$ cat config.mk
export PLATFORM = sky130hd
export DESIGN_NAME = spi_cmd_sequencer_flat
export DESIGN_NICKNAME = d
export VERILOG_FILES = /design/src/rtl/spi_cmd_sequencer_pkg.sv /design/src/rtl/spi_cmd_sequencer_if.sv /design/src/rtl/spi_cmd_sequencer_sync.sv /design/src/rtl/spi_cmd_sequencer.sv /design/src/flat_wrapper.sv
export SDC_FILE = /design/constraint.sdc
export NUM_CORES = 1
export LEC_CHECK = 0
export ABC_CLOCK_PERIOD_IN_PS = 1800
export BUFFER_PORTS_ARGS = -buffer_cell sky130_fd_sc_hd__buf_2
export CAP_MARGIN = 20
export CORE_MARGIN = 5
export CORE_UTILIZATION = 50
export DETAILED_ROUTE_END_ITERATION = 10
export HOLD_SLACK_MARGIN = 0.08
export PLACE_DENSITY = 0.77
export SLEW_MARGIN = 5
export SYNTH_ARGS = -nofsm -noshare
export SYNTH_HDL_FRONTEND = slang
export SYNTH_SLANG_ARGS = --single-unit
$ cat constraint.sdc
create_clock -name CLK -period 1.8 [get_ports CLK]
set_input_delay 0.36 -clock CLK [delete_from_list [all_inputs] [get_ports CLK]]
set_output_delay 0.36 -clock CLK [all_outputs]
set_load 0.05 [all_outputs]
$ cat src/rtl/spi_cmd_sequencer_pkg.sv
// Shared types for the SPI command sequencer: FSM state encoding,
// the write opcode and the LEN/remaining counter width.
package spi_cmd_pkg;

  typedef enum logic [2:0] {
    ST_IDLE,
    ST_OPCODE,
    ST_ADDR,
    ST_LEN,
    ST_DATA,
    ST_DONE,
    ST_SKIP
  } state_t;

  localparam logic [7:0]  OPC_WRITE = 8'h02;
  localparam int unsigned LEN_W     = 8;

  typedef logic [LEN_W-1:0] len_t;

endpackage

$ cat src/rtl/spi_cmd_sequencer_if.sv
// Bundle of SPI receive-buffer inputs and register-bus / status outputs.
// slave : the sequencer itself.  master : the surrounding environment.
interface spi_cmd_sequencer_if;

  logic [7:0] SPI_BYTE;
  logic       SPI_CHANGED;
  logic       SPI_CS;
  logic       WR_EN;
  logic       WR_READY;
  logic [7:0] WR_ADDR;
  logic [7:0] WR_DATA;
  logic       CMD_VALID;
  logic [7:0] CMD_OPCODE;
  logic       BUSY;
  logic       ERR;

  modport slave (
    input  SPI_BYTE, SPI_CHANGED, SPI_CS, WR_READY,
    output WR_EN, WR_ADDR, WR_DATA, CMD_VALID, CMD_OPCODE, BUSY, ERR
  );

  modport master (
    output SPI_BYTE, SPI_CHANGED, SPI_CS, WR_READY,
    input  WR_EN, WR_ADDR, WR_DATA, CMD_VALID, CMD_OPCODE, BUSY, ERR
  );

endinterface

$ cat src/rtl/spi_cmd_sequencer_sync.sv
// spi_cdc_sync: STAGES-deep single-bit synchronizer with a selectable
// reset value (chip select resets to deselected).
module spi_cdc_sync #(
  parameter int unsigned STAGES    = 2,
  parameter logic        RESET_VAL = 1'b0
) (
  input  logic clk,
  input  logic rst_n,
  input  logic d,
  output logic q
);

  logic [STAGES-1:0] sr;

  // Shift the asynchronous input through the synchronizer chain.
  always_ff @(posedge clk or negedge rst_n) begin
    if (!rst_n) sr <= {STAGES{RESET_VAL}};
    else        sr <= {sr[STAGES-2:0], d};
  end

  assign q = sr[STAGES-1];

endmodule

$ cat src/rtl/spi_cmd_sequencer.sv
// spi_cmd_sequencer: parses [OPCODE][ADDR][LEN][DATA x LEN] frames from the
// SPI receive buffer into register-bus writes or single command strobes.
// Optional feature macro: SPI_CMD_TIMEOUT_EN (inter-byte timeout in a frame).
module spi_cmd_sequencer
  import spi_cmd_pkg::*;
#(
  parameter int unsigned SYNC_STAGES = 2,
  parameter int unsigned MAX_LEN     = 16,
  parameter int unsigned TIMEOUT_CYC = 4096
) (
  input  logic              CLK,
  input  logic              RST_N,
  spi_cmd_sequencer_if.slave bus
);

  state_t     state, state_next;
  logic       chg_s, chg_d, cs_s, byte_evt, wr_accept, byte_state;
  logic       wr_en, err, cmd_valid, tmo_hit;
  logic [7:0] wr_addr, wr_data, cmd_opcode, addr;
  len_t       remaining;
  logic       err_set, err_clr, cmd_pulse, opc_load, addr_load, len_load, data_load;

  spi_cdc_sync #(.STAGES(SYNC_STAGES), .RESET_VAL(1'b0)) u_chg_sync (
    .clk(CLK), .rst_n(RST_N), .d(bus.SPI_CHANGED), .q(chg_s)
  );

  spi_cdc_sync #(.STAGES(SYNC_STAGES), .RESET_VAL(1'b1)) u_cs_sync (
    .clk(CLK), .rst_n(RST_N), .d(bus.SPI_CS), .q(cs_s)
  );

  // Delayed copy of the synced byte strobe for rising-edge detection.
  always_ff @(posedge CLK or negedge RST_N) begin
    if (!RST_N) chg_d <= 1'b0;
    else        chg_d <= chg_s;
  end

  assign byte_evt   = chg_s & ~chg_d;
  assign wr_accept  = wr_en & bus.WR_READY;
  assign byte_state = state inside {ST_OPCODE, ST_ADDR, ST_LEN, ST_DATA};

`ifdef SPI_CMD_TIMEOUT_EN
  localparam int unsigned TMO_W = $clog2(TIMEOUT_CYC + 1);
  logic [TMO_W-1:0] tmo_cnt;

  // Inter-byte timer: restarts on every byte, runs only mid-frame.
  always_ff @(posedge CLK or negedge RST_N) begin
    if (!RST_N)                                                 tmo_cnt <= '0;
    else if (byte_evt || !(state inside {ST_ADDR, ST_LEN, ST_DATA})) tmo_cnt <= '0;
    else if (!tmo_hit)                                          tmo_cnt <= tmo_cnt + 1'b1;
  end

  assign tmo_hit = (state inside {ST_ADDR, ST_LEN, ST_DATA}) && (tmo_cnt == TMO_W'(TIMEOUT_CYC));
`else
  assign tmo_hit = 1'b0;
`endif

  // FSM state register.
  always_ff @(posedge CLK or negedge RST_N) begin
    if (!RST_N) state <= ST_IDLE;
    else        state <= state_next;
  end

  // Next-state and datapath control; CS release outranks everything, then
  // timeout, then overrun (byte arriving while a write is still pending).
  always_comb begin
    state_next = state;
    err_set    = 1'b0;
    err_clr    = 1'b0;
    cmd_pulse  = 1'b0;
    opc_load   = 1'b0;
    addr_load  = 1'b0;
    len_load   = 1'b0;
    data_load  = 1'b0;
    if (cs_s) begin
      state_next = ST_IDLE;
      // DATA is left for DONE as soon as remaining reaches 0, so being in
      // DATA here always means the frame was cut short.
      if (state == ST_DATA) err_set = 1'b1;
    end else if (tmo_hit) begin
      err_set    = 1'b1;
      state_next = ST_SKIP;
    end else if (byte_evt && wr_en && byte_state) begin
      err_set    = 1'b1;
      state_next = ST_SKIP;
    end else begin
      case (state)
        ST_IDLE:   state_next = ST_OPCODE;
        ST_OPCODE: if (byte_evt) begin
          opc_load = 1'b1;
          err_clr  = 1'b1;
          if (bus.SPI_BYTE == OPC_WRITE) begin
            state_next = ST_ADDR;
          end else begin
            cmd_pulse  = 1'b1;
            state_next = ST_SKIP;
          end
        end
        ST_ADDR: if (byte_evt) begin
          addr_load  = 1'b1;
          state_next = ST_LEN;
        end
        ST_LEN: if (byte_evt) begin
          if (bus.SPI_BYTE == 8'h00) begin
            state_next = ST_DONE;
          end else if (bus.SPI_BYTE <= len_t'(MAX_LEN)) begin
            len_load   = 1'b1;
            state_next = ST_DATA;
          end else begin
            err_set    = 1'b1;
            state_next = ST_SKIP;
          end
        end
        ST_DATA: begin
          if (byte_evt) data_load = 1'b1;
          if (wr_accept && remaining == len_t'(1)) state_next = ST_DONE;
        end
        default: state_next = state;
      endcase
    end
  end

  // Write handshake, address/length bookkeeping, status and command outputs.
  always_ff @(posedge CLK or negedge RST_N) begin
    if (!RST_N) begin
      wr_en      <= 1'b0;
      wr_addr    <= '0;
      wr_data    <= '0;
      addr       <= '0;
      remaining  <= '0;
      err        <= 1'b0;
      cmd_valid  <= 1'b0;
      cmd_opcode <= '0;
    end else begin
      if (data_load) begin
        wr_en   <= 1'b1;
        wr_addr <= addr;
        wr_data <= bus.SPI_BYTE;
      end else if (wr_accept) begin
        wr_en <= 1'b0;
      end
      if (addr_load)                          addr <= bus.SPI_BYTE;
      else if (state == ST_DATA && wr_accept) addr <= addr + 8'd1;
      if (len_load)                           remaining <= bus.SPI_BYTE;
      else if (state == ST_DATA && wr_accept) remaining <= remaining - len_t'(1);
      if (err_set)      err <= 1'b1;
      else if (err_clr) err <= 1'b0;
      cmd_valid <= cmd_pulse;
      if (opc_load) cmd_opcode <= bus.SPI_BYTE;
    end
  end

  assign bus.WR_EN      = wr_en;
  assign bus.WR_ADDR    = wr_addr;
  assign bus.WR_DATA    = wr_data;
  assign bus.CMD_VALID  = cmd_valid;
  assign bus.CMD_OPCODE = cmd_opcode;
  assign bus.ERR        = err;
  assign bus.BUSY       = (state != ST_IDLE);

endmodule

$ cat src/flat_wrapper.sv
// flat-port wrapper written by rule: the top's interface ports become plain ports
module spi_cmd_sequencer_flat import spi_cmd_pkg::*;
#(
  parameter int unsigned SYNC_STAGES = 2,
  parameter int unsigned MAX_LEN     = 16,
  parameter int unsigned TIMEOUT_CYC = 4096
)
  (CLK, RST_N, bus_SPI_BYTE, bus_SPI_CHANGED, bus_SPI_CS, bus_WR_READY, bus_WR_EN, bus_WR_ADDR, bus_WR_DATA, bus_CMD_VALID, bus_CMD_OPCODE, bus_BUSY, bus_ERR);
  spi_cmd_sequencer_if bus_i ();
  input  logic CLK;
  input  logic RST_N;
  input wire logic [$bits(bus_i.SPI_BYTE)-1:0] bus_SPI_BYTE;
  input wire logic [$bits(bus_i.SPI_CHANGED)-1:0] bus_SPI_CHANGED;
  input wire logic [$bits(bus_i.SPI_CS)-1:0] bus_SPI_CS;
  input wire logic [$bits(bus_i.WR_READY)-1:0] bus_WR_READY;
  output wire logic [$bits(bus_i.WR_EN)-1:0] bus_WR_EN;
  output wire logic [$bits(bus_i.WR_ADDR)-1:0] bus_WR_ADDR;
  output wire logic [$bits(bus_i.WR_DATA)-1:0] bus_WR_DATA;
  output wire logic [$bits(bus_i.CMD_VALID)-1:0] bus_CMD_VALID;
  output wire logic [$bits(bus_i.CMD_OPCODE)-1:0] bus_CMD_OPCODE;
  output wire logic [$bits(bus_i.BUSY)-1:0] bus_BUSY;
  output wire logic [$bits(bus_i.ERR)-1:0] bus_ERR;
  assign bus_i.SPI_BYTE = bus_SPI_BYTE;
  assign bus_i.SPI_CHANGED = bus_SPI_CHANGED;
  assign bus_i.SPI_CS = bus_SPI_CS;
  assign bus_i.WR_READY = bus_WR_READY;
  assign bus_WR_EN = bus_i.WR_EN;
  assign bus_WR_ADDR = bus_i.WR_ADDR;
  assign bus_WR_DATA = bus_i.WR_DATA;
  assign bus_CMD_VALID = bus_i.CMD_VALID;
  assign bus_CMD_OPCODE = bus_i.CMD_OPCODE;
  assign bus_BUSY = bus_i.BUSY;
  assign bus_ERR = bus_i.ERR;
  spi_cmd_sequencer #(.SYNC_STAGES(SYNC_STAGES), .MAX_LEN(MAX_LEN), .TIMEOUT_CYC(TIMEOUT_CYC)) u_core (.CLK(CLK), .RST_N(RST_N), .bus(bus_i));
endmodule
# == After elaboration in Yosys (flattened, before gate mapping) ==
# Index checks and enable logic that the tools add are counted.
# word_totals
reg_bits,51
inputBits,13
# classes
order_cmp,1
add_sub_neg,2
bitwise,3
reduce_logical,14
muxes,46
eq_ne,10
# op_table
operator,count
1-bit 2-to-1 mux,32
8-bit 2-to-1 mux,4
3-bit 2-to-1 mux,8
3-bit one-hot mux with 5 select lines,1
"4-bit by 3-bit != test with 1-bit output, second input constant",3
"8-bit by 1-bit adder with 8-bit output, second input constant",1
"8-bit by 1-bit == test with 1-bit output, second input constant",1
"8-bit by 2-bit == test with 1-bit output, second input constant",1
"8-bit by 5-bit less-or-equal comparator with 1-bit output, second input constant",1
8-bit logical NOT,1
2-bit nonzero test,4
"8-bit by 1-bit subtractor with 8-bit output, second input constant",1
7-bit nonzero test,1
"3-bit by 2-bit == test with 1-bit output, second input constant",2
5-bit AND reduction,1
1-bit logical AND,4
"4-bit != test, second input constant",1
4-bit nonzero test,1
"3-bit by 1-bit == test with 1-bit output, second input constant",1
"3-bit == test, second input constant",1
3-bit logical NOT,1
3-bit nonzero test,1
1-bit bitwise AND,2
2-bit 2-to-1 mux,1
1-bit inverter,1

# == Logic depth before layout (Yosys ltp) ==
# depth
depth_word,8
mapped_depth,6

# == Cells and area by module ==
# Synthesis repeated with hierarchy kept, for this count alone.
# hier_totals
hier_cells,217
hier_area_um2,2399.8
# modules_own_cells
module,n_inst,cells_per_inst,area_each_um2,seq_area_each_um2
spi_cmd_sequencer,1,213,2297.2,1176.1
spi_cdc_sync (u_core.u_cs_sync),1,2,52.6,52.6
spi_cdc_sync (u_core.u_chg_sync),1,2,50.0,50.0

# == Least setup slack after synthesis ==
# OpenSTA, ideal clock, no wires.
# synth_timing
kind,reg-to-reg
startpoint,reg u_core.state[0]
endpoint,reg u_core.remaining[1]
path_buffers,2
t_arrival_ps,1953
slack_ps,-278
required_ps,1675
stages_incl_launch_ff,7
setup_time_ps,125
path_cell_list,dfrtp_1 -> buf_6 -> or3_4 -> and4_4 -> or3_1 -> buf_6 -> mux2_4
# synth_via
elab_chain_cells,6
# synth_lines
item,line_no,rtl
from (decl),spi_cmd_sequencer.sv:16,"state_t state, state_next;"
from (signal assigned),spi_cmd_sequencer.sv:60,else state <= state_next;
3-bit by 1-bit == test with 1-bit output (tied with other cells),spi_cmd_sequencer.sv:39,"assign byte_state = state inside {ST_OPCODE, ST_ADDR, ST_LEN, ST_DATA};"
4-bit nonzero test,spi_cmd_sequencer.sv:39,
1-bit logical AND,spi_cmd_sequencer.sv:82,end else if (byte_evt && wr_en && byte_state) begin
1-bit 2-to-1 mux,spi_cmd_sequencer.sv:82,
1-bit 2-to-1 mux,spi_cmd_sequencer.sv:74,if (cs_s) begin
8-bit 2-to-1 mux or 2-bit nonzero test (tied branches),-,
to (signal assigned),spi_cmd_sequencer.sv:143,if (len_load) remaining <= bus.SPI_BYTE;
to (signal assigned),spi_cmd_sequencer.sv:144,else if (state == ST_DATA && wr_accept) remaining <= remaining - len_t'(1);
to (decl),spi_cmd_sequencer.sv:20,len_t remaining;
# Several ways; a longest one is shown, not always the timed one.
# A chain may end at the register's enable or synchronous reset.

# == Worst setup path in the final report ==
# layout_timing
startpoint,reg u_core.state[0]
endpoint,reg u_core.remaining[2]
# The elaborated chain is that of the path after synthesis.

==> run metrics <==
outcome finished with violations; failing checks negative setup slack; worst skew pair latency 0.31 ns; Final Hold Viols 0; Global Route Usage Sum 0.2013; first-pass GRT wire length 10070 um; Clock Sinks 51; ys flop type dfrtp_1; Yosys reg bits 51; most frequent cells after synthesis dfrtp_1 (49), mux2_2 (22), o21ai_0 (14); CP delay by family, top simple AND/OR/NAND/NOR gates; vias in the first global route 2045; worst path arrival time 2.01 ns; htree depth 2; n_diodes 0; die height 80.36 um; DRC 0; Via density 5.660; slowest stage delay, CP 0.40 ns; Comb pwr share 0.442; Via Count 2032; synthesized area 2475 um^2; asr flop ratio synth 1.000; IO Pins 41; WHS 0.1444 ns; Pwr Density 1435 nW/um^2; IO buf count 40; antenna viol nets, final 0; layout cells sized above 1 0.4452; post-placement cell area 3007 um^2; worst rel slew slack 0.7159; largest net degree at the start of global routing 29; Cell variety after synth 53; required time worst endpoint 2.00 ns; worst-case vdd ir drop 1.243 mV; critical path's slowest cell or3_4; Syn Inst Count 213; worst setup margin -0.009416 ns; 1st-iter DRT viols 131; Max Transition Viols Final 0; top cells by area, synth dfrtp_1 (50%), mux2_2 (10%), o21ai_0 (2.8%); Num CTS Buffers 5; RSZ-0062 raised after global routing yes; post-layout util 0.6745; post-synthesis sequential area ratio 0.5167; Avg WL per Cell 16.03 um; Buf+Inv Stages, Crit Path 0; number of max-cap violations 0; HPWL Detailed 4218 um; final setup fails 4; fmax 0.5527 GHz; Hold Path Class in -> reg; Final Cell Area 3207 um^2; floorplan row count 25; crit start category register; switching power total 1.980 mW; CP most frequent cell or3_4; Initial Utilization 0.5205; Tmin final 1.809 ns; Nets 307; Avg Inst Size Synth 11.62 um^2; number of enable flip-flop cells after synthesis 0; part of the power in registers 0.371; Final GP Congestion 0.8693; Synth top area share 0.4954; core area 4755 um^2; width of the die 80.36 um; top cell type by total area after synthesis dfrtp_1; critical path class reg -> reg; final wirelength 5756 um; Worst-path clk slew 0.10 ns; Synth Warn # 0; share of total power in the clock network 0.186; Area Overhead vs Synth 29.58%; die area 6457 um^2; Setup Skew 0.006721 ns; DRT Pass-1 Iters 4; CTS max path bufs 2; global route overflow 0; Finished Layout Cells 359; CP endpoint kind register; TritonCTS clock tree done; P_leak 1.485 nW; switching fraction of total power 0.4301; slew of the pin with the lowest slew margin 0.4207 ns; Internal 2.623 mW; CP max FO 8; Final period util 1.005; Mapped Nets 229; worst-path cell chain or3_4 -> and4_4 -> or3_4 -> mux2_4; count leader, synth dfrtp_1; CTS Root Cell clkbuf_8; initial antenna violation count 0; DP Cell Count 348
==> worst register-to-register path, cell delays in order (launching register included) <==
cell and delay [ns]:
dfrtp_1 0.39, or3_4 0.39, and4_4 0.21, or3_4 0.40
mux2_4 0.32
==> stage by stage <==
| stage | power [mW] | setup slack [ns] | setup TNS (ns) |
|---|---|---|---|
| 6_report | 4.603 | -0.009416 | -0.03058 |
| 5_1_grt | 4.843 | -0.05225 | -0.1775 |
| 4_1_cts | 4.573 | -0.01043 | -0.01989 |
| 3_5_place_dp | 3.707 | -0.3111 | -2.707 |
| 3_3_place_gp | 3.659 | -0.2794 | -2.315 |
| 2_1_floorplan | 3.138 | -0.2604 | -1.731 |
==> registers in the layout, indices dropped and copies added, names as in the netlist <==
| register | cells |
|---|---|
| u_core.addr | 8 |
| u_core.bus.CMD_OPCODE | 8 |
| u_core.bus.CMD_VALID | 1 |
| u_core.bus.ERR | 1 |
| u_core.bus.WR_ADDR | 8 |
| u_core.bus.WR_DATA | 8 |
| u_core.bus.WR_EN | 1 |
| u_core.chg_d | 1 |
| u_core.remaining | 8 |
| u_core.state | 3 |
| u_core.u_chg_sync.sr | 2 |
| u_core.u_cs_sync.sr | 2 |
==> path summary, 6_finish.rpt <==
kind / cells after the start / end / start / slack [ns]
max in group asynchronous: 3 / u_core.u_cs_sync.sr[0] / RST_N / 0.78
setup / recovery: 4 / u_core.remaining[2] / u_core.state[0] / -0.009
min in group asynchronous: 2 / u_core.bus.WR_ADDR[5] / RST_N / 0.47
setup reg to reg: 4 / u_core.remaining[2] / u_core.state[0] / -0.009
hold / removal: 1 / u_core.u_cs_sync.sr[0] / bus_SPI_CS / 0.14
hold reg to reg: 0 / u_core.u_chg_sync.sr[1] / u_core.u_chg_sync.sr[0] / 0.36
==> metal layers <==
metal	track usage	part of all wire	vias to the layer above
li1	-	-	961
met1	0.2601	0.43	1004
met2	0.3394	0.50	59
met3	0.04821	0.056	8
met4	0.05068	0.012	0
met5	0	0	-
==> power groups by stage <==
stage          registers [mW]  clock network, mW  logic (mW)
2_1_floorplan            2.42                  0       0.721
3_3_place_gp             1.71                  0        1.95
3_5_place_dp             1.72                  0        1.98
4_1_cts                  1.70              0.865        2.00
5_1_grt                  1.76              0.911        2.17
6_report                 1.71              0.858        2.04
==> layout make-up <==
| type | count | area, um^2 |
|---|---|---|
| multi-input cells | 144 | 1162 |
| inverters | 8 | 30.03 |
| flip-flops and latches | 51 | 1280 |
| clock buffers | 6 | 82.58 |
| well taps | 67 | 83.83 |
| clock inverters | 2 | 38.79 |
| fillers | 357 | 1548 |
| repair buffers | 81 | 529.3 |
==> cells in the final DEF, fill, tap and decap left out, types with 3 or more instances in the layout <==
| master | instances |
|---|---|
| a221o_1 | 5 |
| a31o_2 | 3 |
| buf_2 | 39 |
| buf_4 | 39 |
| clkbuf_8 | 6 |
| dfrtp_1 | 48 |
| ha_1 | 3 |
| inv_1 | 8 |
| mux2_2 | 22 |
| mux2_4 | 4 |
| nand2_1 | 11 |
| nand3_1 | 8 |
| nand3b_1 | 3 |
| nand4_1 | 4 |
| nor2_1 | 6 |
| nor3_1 | 7 |
| nor4_1 | 3 |
| o21ai_0 | 13 |
| or4_1 | 3 |
| xnor2_1 | 5 |
==> timing repair <==
item                                    in CTS  in global routing
setup buffers                                2                  0
endpoints found under the setup margin      15                 24
pin swaps                                    1                  1
hold buffers                                 1                  0
gates resized for setup                      3                  9
hold endpoints to repair                    12                  0
==> logic make-up after synthesis <==
| family | count (synthesis) | share of synthesized area |
|---|---|---|
| adder cells (fa/ha/maj) | 3 | 0.01517 |
| buffers and inverters | 18 | 0.03640 |
| flip-flops | 51 | 0.5167 |
| XOR/XNOR | 5 | 0.01769 |
| multiplexers | 28 | 0.1325 |
| AND/OR/NAND/NOR | 65 | 0.1552 |
| AO/OA/AOI/OAI | 43 | 0.1264 |
Note: power is estimated with default switching activity, not from simulation.
